$ cat src/rtl/alu8_seq.sv
// Two-pass sequencer: runs 8-bit ALU commands as low-nibble then high-nibble passes on a 4-bit ALU.
// Optional macro ALU8_ACC_EN: use_acc=1 at accept takes operand A from the result register.
module alu8_seq (
  input  logic       clk,
  input  logic       reset,
  input  logic       start,
  input  logic [7:0] a,
  input  logic [7:0] b,
  input  logic [2:0] op,
  input  logic       c_in,
  input  logic       use_acc,
  output logic [3:0] alu_a,
  output logic [3:0] alu_b,
  output logic       alu_cin,
  output logic [2:0] alu_op,
  input  logic [3:0] alu_r,
  input  logic       alu_carry,
  input  logic       alu_zero,
  input  logic       alu_sign,
  output logic [7:0] result,
  output logic       carry,
  output logic       zero,
  output logic       sign,
  output logic       busy,
  output logic       done
);

  localparam int unsigned DW = 8;
  localparam int unsigned NW = 4;
  localparam int unsigned OW = 3;

  typedef enum logic [1:0] {IDLE, LO, HI, DONE} state_t;

  state_t        state;
  logic [DW-1:0] a_q;
  logic [DW-1:0] b_q;
  logic [OW-1:0] op_q;
  logic          c_in_q;
  logic          carry_lo;
  logic          zero_lo;
  logic [DW-1:0] a_sel;

`ifdef ALU8_ACC_EN
  assign a_sel = use_acc ? result : a;
`else
  logic unused_use_acc;
  assign unused_use_acc = use_acc;
  assign a_sel = a;
`endif

  // Sequencer state, command latch and result/flag capture
  always_ff @(posedge clk) begin
    if (reset) begin
      state    <= IDLE;
      a_q      <= '0;
      b_q      <= '0;
      op_q     <= '0;
      c_in_q   <= 1'b0;
      carry_lo <= 1'b0;
      zero_lo  <= 1'b0;
      result   <= '0;
      carry    <= 1'b0;
      zero     <= 1'b0;
      sign     <= 1'b0;
      busy     <= 1'b0;
      done     <= 1'b0;
    end else begin
      case (state)
        IDLE, DONE: begin
          done <= 1'b0;
          if (start) begin
            a_q    <= a_sel;
            b_q    <= b;
            op_q   <= op;
            c_in_q <= c_in;
            busy   <= 1'b1;
            state  <= LO;
          end else begin
            state  <= IDLE;
          end
        end
        LO: begin
          result[NW-1:0] <= alu_r;
          carry_lo       <= alu_carry;
          zero_lo        <= alu_zero;
          state          <= HI;
        end
        HI: begin
          result[DW-1:NW] <= alu_r;
          // Logic ops never produce a carry, whatever the ALU reports.
          carry <= op_q[2] ? 1'b0 : alu_carry;
          zero  <= zero_lo & alu_zero;
          sign  <= alu_sign;
          busy  <= 1'b0;
          done  <= 1'b1;
          state <= DONE;
        end
        default: state <= IDLE;
      endcase
    end
  end

  // ALU drive is purely a function of state and the latched command
  always_comb begin
    alu_a   = '0;
    alu_b   = '0;
    alu_cin = 1'b0;
    alu_op  = '0;
    case (state)
      LO: begin
        alu_a   = a_q[NW-1:0];
        alu_b   = b_q[NW-1:0];
        alu_op  = op_q;
        alu_cin = op_q[2] ? 1'b0 : c_in_q;
      end
      HI: begin
        alu_a   = a_q[DW-1:NW];
        alu_b   = b_q[DW-1:NW];
        alu_op  = op_q;
        alu_cin = op_q[2] ? 1'b0 : carry_lo;
      end
      default: ;
    endcase
  end

endmodule

$ cat config.mk
export PLATFORM = sky130hd
export DESIGN_NAME = alu8_seq
export DESIGN_NICKNAME = d
export VERILOG_FILES = /design/src/rtl/alu8_seq.sv
export SDC_FILE = /design/constraint.sdc
export NUM_CORES = 1
export LEC_CHECK = 0
export CAP_MARGIN = 10
export CORE_ASPECT_RATIO = 0.6
export CORE_MARGIN = 2
export CORE_UTILIZATION = 40
export CTS_CLUSTER_DIAMETER = 120
export CTS_CLUSTER_SIZE = 30
export DETAILED_ROUTE_END_ITERATION = 8
export PLACE_DENSITY = 0.7
export SETUP_SLACK_MARGIN = 0.05
export SLEW_MARGIN = 10
export SYNTH_ARGS = -nofsm -noshare
export SYNTH_HDL_FRONTEND = slang
export SYNTH_SLANG_ARGS = --single-unit
$ cat constraint.sdc
create_clock -name clk -period 1.75 [get_ports clk]
set_input_delay 0.175 -clock clk [delete_from_list [all_inputs] [get_ports clk]]
set_output_delay 0.175 -clock clk [all_outputs]
set_load 0.02 [all_outputs]
==> flow_metrics.py, run 1 <==
metrics = {
    "run_status": {
        "outcome": "finished, final reports clean",
    },
    "clock_tree": {
        "cts_hold_buf": 0,
        "cts-root-buf": "clkbuf_8",
        "tritoncts": "yes",
        "clk_pin_slew_ns": 0.07,
        "clock_sinks": 37,
        "htreeDepth": 2,
        "clk_latency_ns": 0.28,
        "cts_buffers": 5,
        "cts.path.max_buffers": 2,
    },
    "sta": {
        "slew_violations": 0,
        "rsz0062_at_grt": "no",
        "skew_ns": 0.00400,
        "hold_violations": 0,
        "relSlewSlack_pct": 73.9,
        "min_period_over_period_pct": 94.7,
        "hold-worst-slack_ns": 0.444,
        "fin_ws_ns": 0.0930,
        "setup-violations-final": 0,
        "max_freq_ghz": 0.604,
        "worstMarginPinSlew_ns": 0.391,
        "post-route-min-period_ns": 1.66,
    },
    "grt": {
        "use_met3_pct": 6.94,
        "grt_max_degree": 37,
        "use_met1_pct": 20.7,
        "grt_pass1_vias": 1274,
        "antenna_found_initial": 0,
        "grt_pass1_wl_mm": 5.68,
        "overflow": 0,
        "grt_use_total_pct": 16.0,
        "use_met2_pct": 24.4,
        "grt-busiest-layer": "met2",
    },
    "final_layout": {
        "design_area_um2": 2460,
        "nets": 273,
        "final_util_pct": 60.3,
        "area_delta_synth_final_pct": 46.0,
        "antenna_cells": 0,
        "drive_gt1_share_pct": 28.9,
    },
    "power_and_ir_drop": {
        "vdd_ir_drop_max_uv": 508,
        "power_density_nw_per_um2": 950,
        "pwr-share-comb_pct": 32.9,
        "sw_frac_of_total_pct": 29.1,
        "leakage_nw": 0.932,
        "pwr-share-clk_pct": 25.2,
        "p_int_w": 0.00166,
        "p_seq_share_pct": 41.9,
        "power_switching_w": 0.000679,
    },
    "flow_run": {
        "cap_violations": 0,
    },
    "min_path": {
        "min_to": "b_q[2]",
        "hold_start": "b[2]",
        "hold_class": "in2reg",
        "hold_depth": 3,
    },
    "critical_path": {
        "r2r-end": "busy",
        "critPathMaxStageDelay_ns": 0.33,
        "path_class": "reg2out",
        "crit_chain": "buf_4, ha_2, buf_6, a22oi_2, nor2_1, buf_2",
        "slowest_stage": "dfxtp_2",
        "r2r_start": "state[0]",
        "cp_num_buf_inv": 3,
        "timing.critical_path.to_type": "output port",
        "cp-start-kind": "flop",
        "cp-startpoint": "state[0]",
        "arrival_ns": 1.48,
        "worst-path-max-fanout": 6,
        "rr_worst_depth": 6,
        "reg2reg_slack_ns": 0.12,
        "worst_path_dominant_cell_family": "buffers and inverters",
        "cp_data_required_time_ns": 1.57,
    },
    "detailed_routing": {
        "dr.pass1.iters": 4,
        "drt-initial-drc-count": 50,
        "vias_per_cell": 4.76,
        "drcViolationCount": 0,
        "num_vias": 1423,
        "wl_per_cell_um": 12.8,
        "drt.antenna.violating_nets": 0,
        "postRouteWirelength_mm": 3.83,
    },
    "floorplan": {
        "die_area_um2": 4760,
        "start_util_pct": 41.3,
        "chipHeight_um": 54.3,
        "core_um2": 4080,
        "pin_count": 56,
        "row_count": 18,
        "die_x_um": 87.8,
    },
    "logic_synthesis": {
        "syn-num-nets": 212,
        "synth-seq-cells": 37,
        "synth_edf_count": 0,
        "avgSynthCellArea_um2": 9.46,
        "synth_area_um2": 1680,
        "yosys.area.top_type": "dfxtp_1",
        "ys_types": 19,
        "synthMuxAreaShare_pct": 8.40,
        "synth-xor-area-share_pct": 0,
        "netlist_instances": 178,
        "synth-compound-area-share_pct": 22.7,
        "async_flop_share_pct": 0,
        "synth-adder-area-share_pct": 2.23,
        "synth_seq_area_share_pct": 44.0,
        "ys.flop_type": "dfxtp_1",
        "synth_top_family_by_area": "compound AO/OA/AOI/OAI gates",
        "synth.area.top_cells": "dfxtp_1 44%, a21bo_2 8.9%, mux2i_1 7.7%",
        "synthSimpleGateAreaFrac_pct": 14.3,
        "synth_top_area_share_pct": 44.0,
        "yosysWarnings": 0,
    },
    "placement": {
        "dp_worst_setup_slack_ns": -0.0796,
        "gp_congestion": 0.751,
        "dp_hpwl_mm": 2.62,
        "placed_area_um2": 2300,
        "io_buffers": 54,
    },
}
-- metrics by stage --
stage	setup TNS, ns	power (W)	std cells
floorplan	0	0.00141	178
global placement	-0.477	0.00165	289
detailed placement	-0.602	0.00166	289
CTS	0	0.00226	297
global route	0	0.00246	299
finish	0	0.00234	299
-- tightest hold or removal path: stages --
cell and delay, ns:
clkdlybuf4s50_1 0.39, nand3_1 0.06, a21oi_1 0.05
-- cell usage in the layout, fill, tap and decap left out --
cell type         n
clkdlybuf4s50_1  42
dfxtp_1          35
nor2_1           23
nand3_1          21
a21oi_1          21
buf_4            16
a21bo_2          15
mux2i_1          12
buf_2            10
a22oi_2           8
clkbuf_8          6
a21bo_1           5
nor2b_1           4
nand2b_1          2
ha_4              2
buf_6             2
buf_12            2
dfxtp_2           2
inv_2             1
a22oi_1           1
nor3_2            1
inv_1             1
nand3b_1          1
mux2i_2           1
mux2_1            1
a21oi_2           1
ha_2              1
clkbuf_1          1
buf_8             1
-- cell type report --
type                            instances  area [um2]
Clock buffer                            7        86.3
Tap cell                               60        75.1
Sequential cell                        37         743
Inverter                                2        7.51
Multi-Input combinational cell        120         878
Timing Repair Buffer                   73         668
Fill cell                             362        1620
-- per-layer routing --
layer	routed length (um)	up-vias	part of all wire, %
met5	0	-	0
met4	23	0	0.60
met3	207	5	5.4
met2	1610	32	42
met1	1990	649	52
li1	-	737	-
-- registers in the layout (all words and copies together) (netlist names) --
| register | count |
|---|---|
| result | 8 |
| b_q | 8 |
| carry | 1 |
| zero | 1 |
| carry_lo | 1 |
| op_q | 3 |
| c_in_q | 1 |
| a_q | 8 |
| busy | 1 |
| done | 1 |
| state | 2 |
| sign | 1 |
| zero_lo | 1 |
-- worst max-delay path by stage --
stage / to / slack [ns] / cells past startpoint
after floorplan: alu_cin / 0.21 / 6
final: alu_a[3] / 0.09 / 6
after detailed placement: alu_cin / -0.08 / 5
after global placement: alu_b[0] / -0.07 / 5
after CTS: alu_a[3] / 0.05 / 6
after global routing: alu_a[3] / 0.03 / 6
-- cell usage after synthesis (2+ instances only) --
cell type,count
inv_1,2
nor2b_1,4
a21bo_1,5
mux2i_1,13
ha_1,3
nor2_1,23
buf_6,5
a22oi_1,9
dfxtp_1,37
buf_4,3
a21oi_1,21
a21bo_2,15
nand2b_1,2
nand3_1,21
buf_2,11
-- cells by family (layout without fill, tap and decap cells) --
logic type	count (synthesis)	after routing
and+or+nand+nor	52	52
AOI/OAI and AO/OA	51	51
DFF	37	37
buffers and inverters	21	82
muxes	14	14
adders and majority gates	3	3
-- power groups by stage --
stage	logic (W)	clock network (W)	registers (W)
3_3_place_gp	0.000666	0	0.000981
5_1_grt	0.000827	0.000643	0.000986
6_report	0.000768	0.000590	0.000978
3_5_place_dp	0.000673	0	0.000984
4_1_cts	0.000696	0.000599	0.000967
2_1_floorplan	0.000402	0	0.00101
-- what timing repair did --
item / CTS / global route
gates resized for setup: 53 / 17
buffers inserted: 1 / 2
endpoints found under the setup margin: 13 / 11
No activity file was read; power rests on OpenSTA's default activity.
==> run 2: changes to the inputs <==
Settings changed: PLACE_DENSITY 0.7 to 0.73.
Clock period 1.75 ns to 1.5 ns, I/O delays scaled along.
==> run 2 against run 1 <==
Effect of this change: the flow now finishes with violations (negative setup slack); first-iteration DRC count rose by 8.0%; combinational power rose by 22%; register-to-register slack got worse by 0.20 ns; wire length rose by 1.4%; design area rose by 4.7%; sequential cell count did not move; utilization rose by 2.9 points; non-clock buffer count rose by 4; clock skew fell by 0.0018 ns; highest routed layer unchanged.
==> flow_metrics.py, run 2 (synthesis results as in run 1) <==
metrics = {
    "critical_path": {
        "cp_num_buf_inv": 3,
        "path_class": "reg2reg",
        "crit_chain": "inv_4, ha_4, buf_6, buf_8, mux2i_4, mux2_4",
        "cp-start-kind": "flop",
        "critPathMaxStageDelay_ns": 0.37,
        "arrival_ns": 1.77,
        "cp_data_required_time_ns": 1.68,
        "worst_path_dominant_cell_family": "multiplexers",
        "worst-path-max-fanout": 5,
        "slowest_stage": "dfxtp_4",
        "timing.critical_path.to_type": "flop",
    },
    "floorplan": {
        "row_count": 18,
        "die_area_um2": 4760,
        "core_um2": 4080,
        "chipHeight_um": 54.3,
        "start_util_pct": 41.3,
        "die_x_um": 87.8,
        "pin_count": 56,
    },
    "run_status": {
        "outcome": "finished, violations left",
        "violations": "negative setup slack",
    },
    "sta": {
        "worstMarginPinSlew_ns": 0.308,
        "min_period_over_period_pct": 105,
        "max_freq_ghz": 0.632,
        "post-route-min-period_ns": 1.58,
        "skew_ns": 0.00217,
        "fin_ws_ns": -0.0825,
        "rsz0062_at_grt": "yes",
        "finalSetupTns_ns": -0.643,
        "setup-violations-final": 14,
        "hold_violations": 0,
        "slew_violations": 0,
        "hold-worst-slack_ns": 0.409,
        "relSlewSlack_pct": 79.4,
    },
    "power_and_ir_drop": {
        "p_int_w": 0.00200,
        "pwr-share-clk_pct": 27.0,
        "p_seq_share_pct": 40.0,
        "vdd_ir_drop_max_uv": 611,
        "leakage_nw": 0.969,
        "sw_frac_of_total_pct": 29.5,
        "power_switching_w": 0.000839,
        "pwr-share-comb_pct": 33.0,
        "power_density_nw_per_um2": 1100,
    },
    "detailed_routing": {
        "num_vias": 1460,
        "drt.antenna.violating_nets": 0,
        "dr.pass1.iters": 4,
        "vias_per_cell": 4.80,
        "wirelength_met1_mm": 1.98,
        "drt-initial-drc-count": 54,
        "highest_layer": "met4",
        "postRouteWirelength_mm": 3.88,
        "met2_length_mm": 1.58,
        "wl_per_cell_um": 12.8,
        "drcViolationCount": 0,
        "wl_met3_um": 253,
    },
    "clock_tree": {
        "cts.path.max_buffers": 2,
        "cts-root-buf": "clkbuf_8",
        "clock_sinks": 37,
        "cts_buffers": 5,
        "tritoncts": "yes",
        "clk_pin_slew_ns": 0.07,
        "htreeDepth": 2,
        "clk_latency_ns": 0.29,
    },
    "grt": {
        "grt_pass1_vias": 1363,
        "antenna_found_initial": 0,
        "grt_pass1_wl_mm": 6.24,
        "grt_use_total_pct": 17.6,
        "grt_max_degree": 33,
        "overflow": 0,
    },
    "placement": {
        "place_inst": 291,
        "io_buffers": 54,
        "dp_worst_setup_slack_ns": -0.320,
        "gp_congestion": 0.769,
        "dp_hpwl_mm": 2.62,
    },
    "flow_run": {
        "cap_violations": 0,
    },
    "final_layout": {
        "drive_gt1_share_pct": 32.8,
        "antenna_cells": 0,
        "final_common_cell": "clkdlybuf4s50_1",
        "nets": 277,
        "final_cell_mix": "42 x clkdlybuf4s50_1, 35 x dfxtp_1, 23 x buf_4, 21 x nand3_1, 20 x nor2_1",
        "reg_top3": "a_q: 8 flops, b_q: 8 flops, result: 8 flops",
        "final_cell_count_no_fill": 304,
        "area_delta_synth_final_pct": 52.9,
    },
    "min_path": {
        "hold_class": "in2reg",
    },
}
-- run 2: stage by stage --
step / power (W) / cell area (um2) / util (%)
global route: 0.00298 / 2570 / 63.2
CTS: 0.00284 / 2560 / 62.8
finish: 0.00284 / 2570 / 63.2
floorplan: 0.00165 / 1700 / -
global placement: 0.00191 / 2320 / 57.0
detailed placement: 0.00193 / 2320 / 57.0
-- run 2: tightest hold or removal path: stages --
cell,delay (ns)
clkdlybuf4s50_1,0.39
nand3_1,0.06
a21oi_1,0.05
-- run 2: worst paths after layout --
check	from	endpoint	slack [ns]	cells past startpoint
worst max-delay path	state[0]	busy	-0.08	6
worst min-delay path	b[1]	b_q[1]	0.41	3
worst max register to register	state[0]	busy	-0.08	6
worst min register to register	zero	zero	0.47	2
-- run 2: repair_timing --
action / CTS / global route
gates resized for setup: 90 / 5
pin swaps: 5 / 0
setup endpoints to repair: 25 / 23
hold buffers: 0 / 0
hold endpoints to repair: 0 / 0
buffers inserted: 4 / 1
gates cloned: 1 / 0
-- run 2: final cells by class --
type,count,area (um2)
clock buffer,7,96.3
clock inverter,1,5.00
fill,386,1500
inverter,2,10.0
multi-input combinational,120,912
sequential,37,748
tap,60,75.1
timing repair buffer,77,728
-- run 2: power by group through the flow --
stage	registers [W]	logic (W)	clock network (W)
floorplan	0.00117	0.000473	0
global placement	0.00115	0.000769	0
detailed placement	0.00115	0.000781	0
CTS	0.00114	0.000928	0.000778
global route	0.00115	0.00101	0.000823
finish	0.00114	0.000938	0.000766
-- run 2: per-layer routing --
metal | global-route usage [%] | vias to the layer above
met2 | 26.6 | 36
met1 | 23.5 | 673
met4 | 7.69 | 0
met3 | 5.28 | 6
met5 | 0 | -
li1 | - | 745
==> run 3: changes to the inputs <==
Settings changed: ABC_AREA set to 1, CORE_UTILIZATION 40 to 39, PLACE_DENSITY 0.73 to 0.74.
==> run 3 against run 2 <==
Effect of this change: critical path type is now reg2out; largest cell class unchanged; the flow still finishes with violations (negative setup slack); non-clock buffer count fell by 14; highest routed layer unchanged; largest power group unchanged; clock-buffer cell count decreased by 1; total power decreased by 3.1%; critical endpoint is now alu_a[3]; area after synthesis decreased by 13%.
==> flow_metrics.py, run 3 <==
metrics = {
    "run_status": {
        "outcome": "finished, violations left",
        "violations": "negative setup slack",
    },
    "final_layout": {
        "nets": 295,
        "antenna_cells": 0,
        "final_cell_count_no_fill": 309,
        "drive_gt1_share_pct": 20.2,
        "reg_top3": "a_q: 8 flops, b_q: 8 flops, result: 8 flops",
        "final_common_cell": "nor2_1",
        "area_delta_synth_final_pct": 59.2,
        "fillers": 320,
        "final_cell_mix": "68 x nor2_1, 42 x clkdlybuf4s50_1, 35 x dfxtp_1, 20 x o21ai_1, 16 x nand2_1",
        "design_area_um2": 2330,
    },
    "detailed_routing": {
        "dr.pass1.iters": 4,
        "drt.antenna.violating_nets": 0,
        "postRouteWirelength_mm": 3.85,
        "vias_per_cell": 4.73,
        "drcViolationCount": 0,
        "num_vias": 1463,
        "wl_per_cell_um": 12.4,
        "drt-initial-drc-count": 54,
    },
    "critical_path": {
        "cp_data_required_time_ns": 1.35,
        "worst_path_dominant_cell_family": "flip-flops",
        "critPathMaxStageDelay_ns": 0.38,
        "rr_worst_depth": 7,
        "cp-start-kind": "flop",
        "slowest_stage": "dfxtp_4",
        "r2r-end": "a_q[4]",
        "r2r_start": "state[0]",
        "path_class": "reg2out",
        "reg2reg_slack_ns": 0.10,
        "cp_num_buf_inv": 3,
        "worst-path-max-fanout": 4,
        "crit_chain": "inv_4, ha_4, buf_6, nand2_1, a21oi_2, buf_4",
        "arrival_ns": 1.37,
        "timing.critical_path.to_type": "output port",
    },
    "sta": {
        "fin_ws_ns": -0.0159,
        "slew_violations": 0,
        "post-route-min-period_ns": 1.52,
        "hold_violations": 0,
        "worstMarginPinSlew_ns": 0.518,
        "skew_ns": 0.00715,
        "relSlewSlack_pct": 65.4,
        "setup-violations-final": 3,
        "max_freq_ghz": 0.660,
        "min_period_over_period_pct": 101,
        "rsz0062_at_grt": "yes",
    },
    "placement": {
        "dp_worst_setup_slack_ns": -0.311,
        "gp_congestion": 0.802,
        "io_buffers": 54,
        "dp_hpwl_mm": 2.60,
        "placed_area_um2": 2080,
        "place_inst": 301,
    },
    "min_path": {
        "hold_class": "in2reg",
        "min_to": "a_q[1]",
        "hold_depth": 3,
        "hold_start": "a[1]",
    },
    "logic_synthesis": {
        "synth_edf_count": 0,
        "avgSynthCellArea_um2": 7.27,
        "synth_commonest_cells": "71 x nor2_1, 37 x dfxtp_1, 20 x o21ai_1, 18 x nand2_1, 14 x o21ai_0",
        "synthSimpleGateAreaFrac_pct": 24.3,
        "post-synth-top-count-cell": "nor2_1",
        "yosys.area.top_type": "dfxtp_1",
        "netlist_instances": 201,
        "yosysWarnings": 0,
        "synth-seq-cells": 37,
        "synth_top_family_by_area": "simple AND/OR/NAND/NOR gates",
        "ys.flop_type": "dfxtp_1",
        "synth-adder-area-share_pct": 2.57,
        "synth-xor-area-share_pct": 0,
        "ys_types": 14,
        "synth_area_um2": 1460,
        "synth-compound-area-share_pct": 16.1,
        "synth_top_area_share_pct": 50.7,
        "synth.area.top_cells": "dfxtp_1 51%, nor2_1 18%, o21ai_1 6.8%",
        "async_flop_share_pct": 0,
        "syn-num-nets": 235,
        "synth_seq_area_share_pct": 50.7,
        "synthMuxAreaShare_pct": 0,
    },
    "clock_tree": {
        "post_cts_buffers": 0,
        "htreeDepth": 2,
        "clk_pin_slew_ns": 0.07,
        "cts_hold_buf": 0,
        "cts_buffers": 5,
        "clk_latency_ns": 0.28,
        "cts-root-buf": "clkbuf_8",
        "tritoncts": "yes",
        "cts.path.max_buffers": 2,
        "clock_sinks": 37,
    },
    "grt": {
        "grt_use_total_pct": 18.5,
        "use_met2_pct": 27.7,
        "grt_max_degree": 36,
        "grt_pass1_vias": 1377,
        "grt-busiest-layer": "met2",
        "antenna_found_initial": 0,
        "overflow": 0,
        "use_met3_pct": 7.27,
        "use_met1_pct": 25.0,
        "grt_pass1_wl_mm": 6.25,
    },
    "floorplan": {
        "pin_count": 56,
        "core_um2": 3640,
        "row_count": 17,
        "chipHeight_um": 51.4,
        "die_x_um": 83.0,
        "die_area_um2": 4270,
        "start_util_pct": 40.2,
    },
    "power_and_ir_drop": {
        "leakage_nw": 0.926,
        "power_density_nw_per_um2": 1180,
        "vdd_ir_drop_max_uv": 675,
    },
    "flow_run": {
        "cap_violations": 0,
    },
}
-- run 3: cell count changes after synthesis, sizes merged, moves of 12 or more --
cell / change
mux2i: -13
o21ai: +34
a21bo: -20
nand3: -18
nor2: +48
nand2: +19
buf: -12
-- run 3: kinds of logic after synthesis --
| group | count (synthesis) |
|---|---|
| simple gates | 93 |
| fa+ha+maj | 3 |
| compound gates | 47 |
| flops | 37 |
| buf+inv | 21 |
-- run 3: layout make-up --
cell class / count / area, um2 / share of cell area [%]
inverter: 11 / 51.3 / 2.20
clock buffer: 6 / 72.6 / 3.12
sequential: 37 / 748 / 32.2
multi-input combinational: 143 / 751 / 32.3
timing repair buffer: 63 / 636 / 27.3
clock inverter: 2 / 10.0 / 0.430
tap: 47 / 58.8 / 2.53
-- run 3: worst max-delay path by stage --
stage | from | to | slack (ns) | depth (start not counted)
5_1_grt | state[1] | alu_a[0] | -0.06 | 6
3_3_place_gp | state[0] | alu_cin | -0.29 | 5
4_1_cts | state[1] | alu_a[1] | 0.002 | 6
3_5_place_dp | state[0] | alu_a[1] | -0.31 | 5
2_1_floorplan | state[0] | alu_a[0] | 0.06 | 4
6_report | state[1] | alu_a[3] | -0.02 | 6
-- run 3: routing by layer --
| layer | vias up | share of wire [%] |
|---|---|---|
| met5 | - | 0 |
| met1 | 664 | 50 |
| met2 | 38 | 42 |
| li1 | 757 | - |
| met4 | 0 | 0.65 |
| met3 | 4 | 6.6 |
-- run 3: power breakdown --
part	leakage [nW]	total (W)	switching [W]	internal (W)
Sequential	0.307	0.00121	0.0000817	0.00113
Clock	0.0450	0.000656	0.000334	0.000322
Combinational	0.574	0.000890	0.000481	0.000410
-- run 3: per-stage QoR --
| stage | setup TNS [ns] | power (W) | utilization [%] | hold WS (ns) |
|---|---|---|---|---|
| final | -0.0324 | 0.00275 | 64.0 | 0.475 |
| after global routing | -0.377 | 0.00291 | 64.0 | 0.473 |
| after CTS | 0 | 0.00271 | 62.6 | 0.473 |
| after detailed placement | -3.15 | 0.00196 | 57.1 | 0.471 |
| after global placement | -2.91 | 0.00194 | 57.1 | 0.464 |
| after floorplan | 0 | 0.00162 | - | 0.217 |
-- run 3: worst register-to-register path: stages, from the launching register on --
cell and delay (ns):
dfxtp_4 0.38, inv_4 0.05, ha_4 0.28, buf_6 0.14
nand2_4 0.10, buf_6 0.16, o21ai_1 0.14, nor2_1 0.05
-- run 3: timing repair --
action,4_1_cts,5_1_grt
endpoints found under the setup margin,32,16
gates resized for setup,97,15
pin swaps,4,4
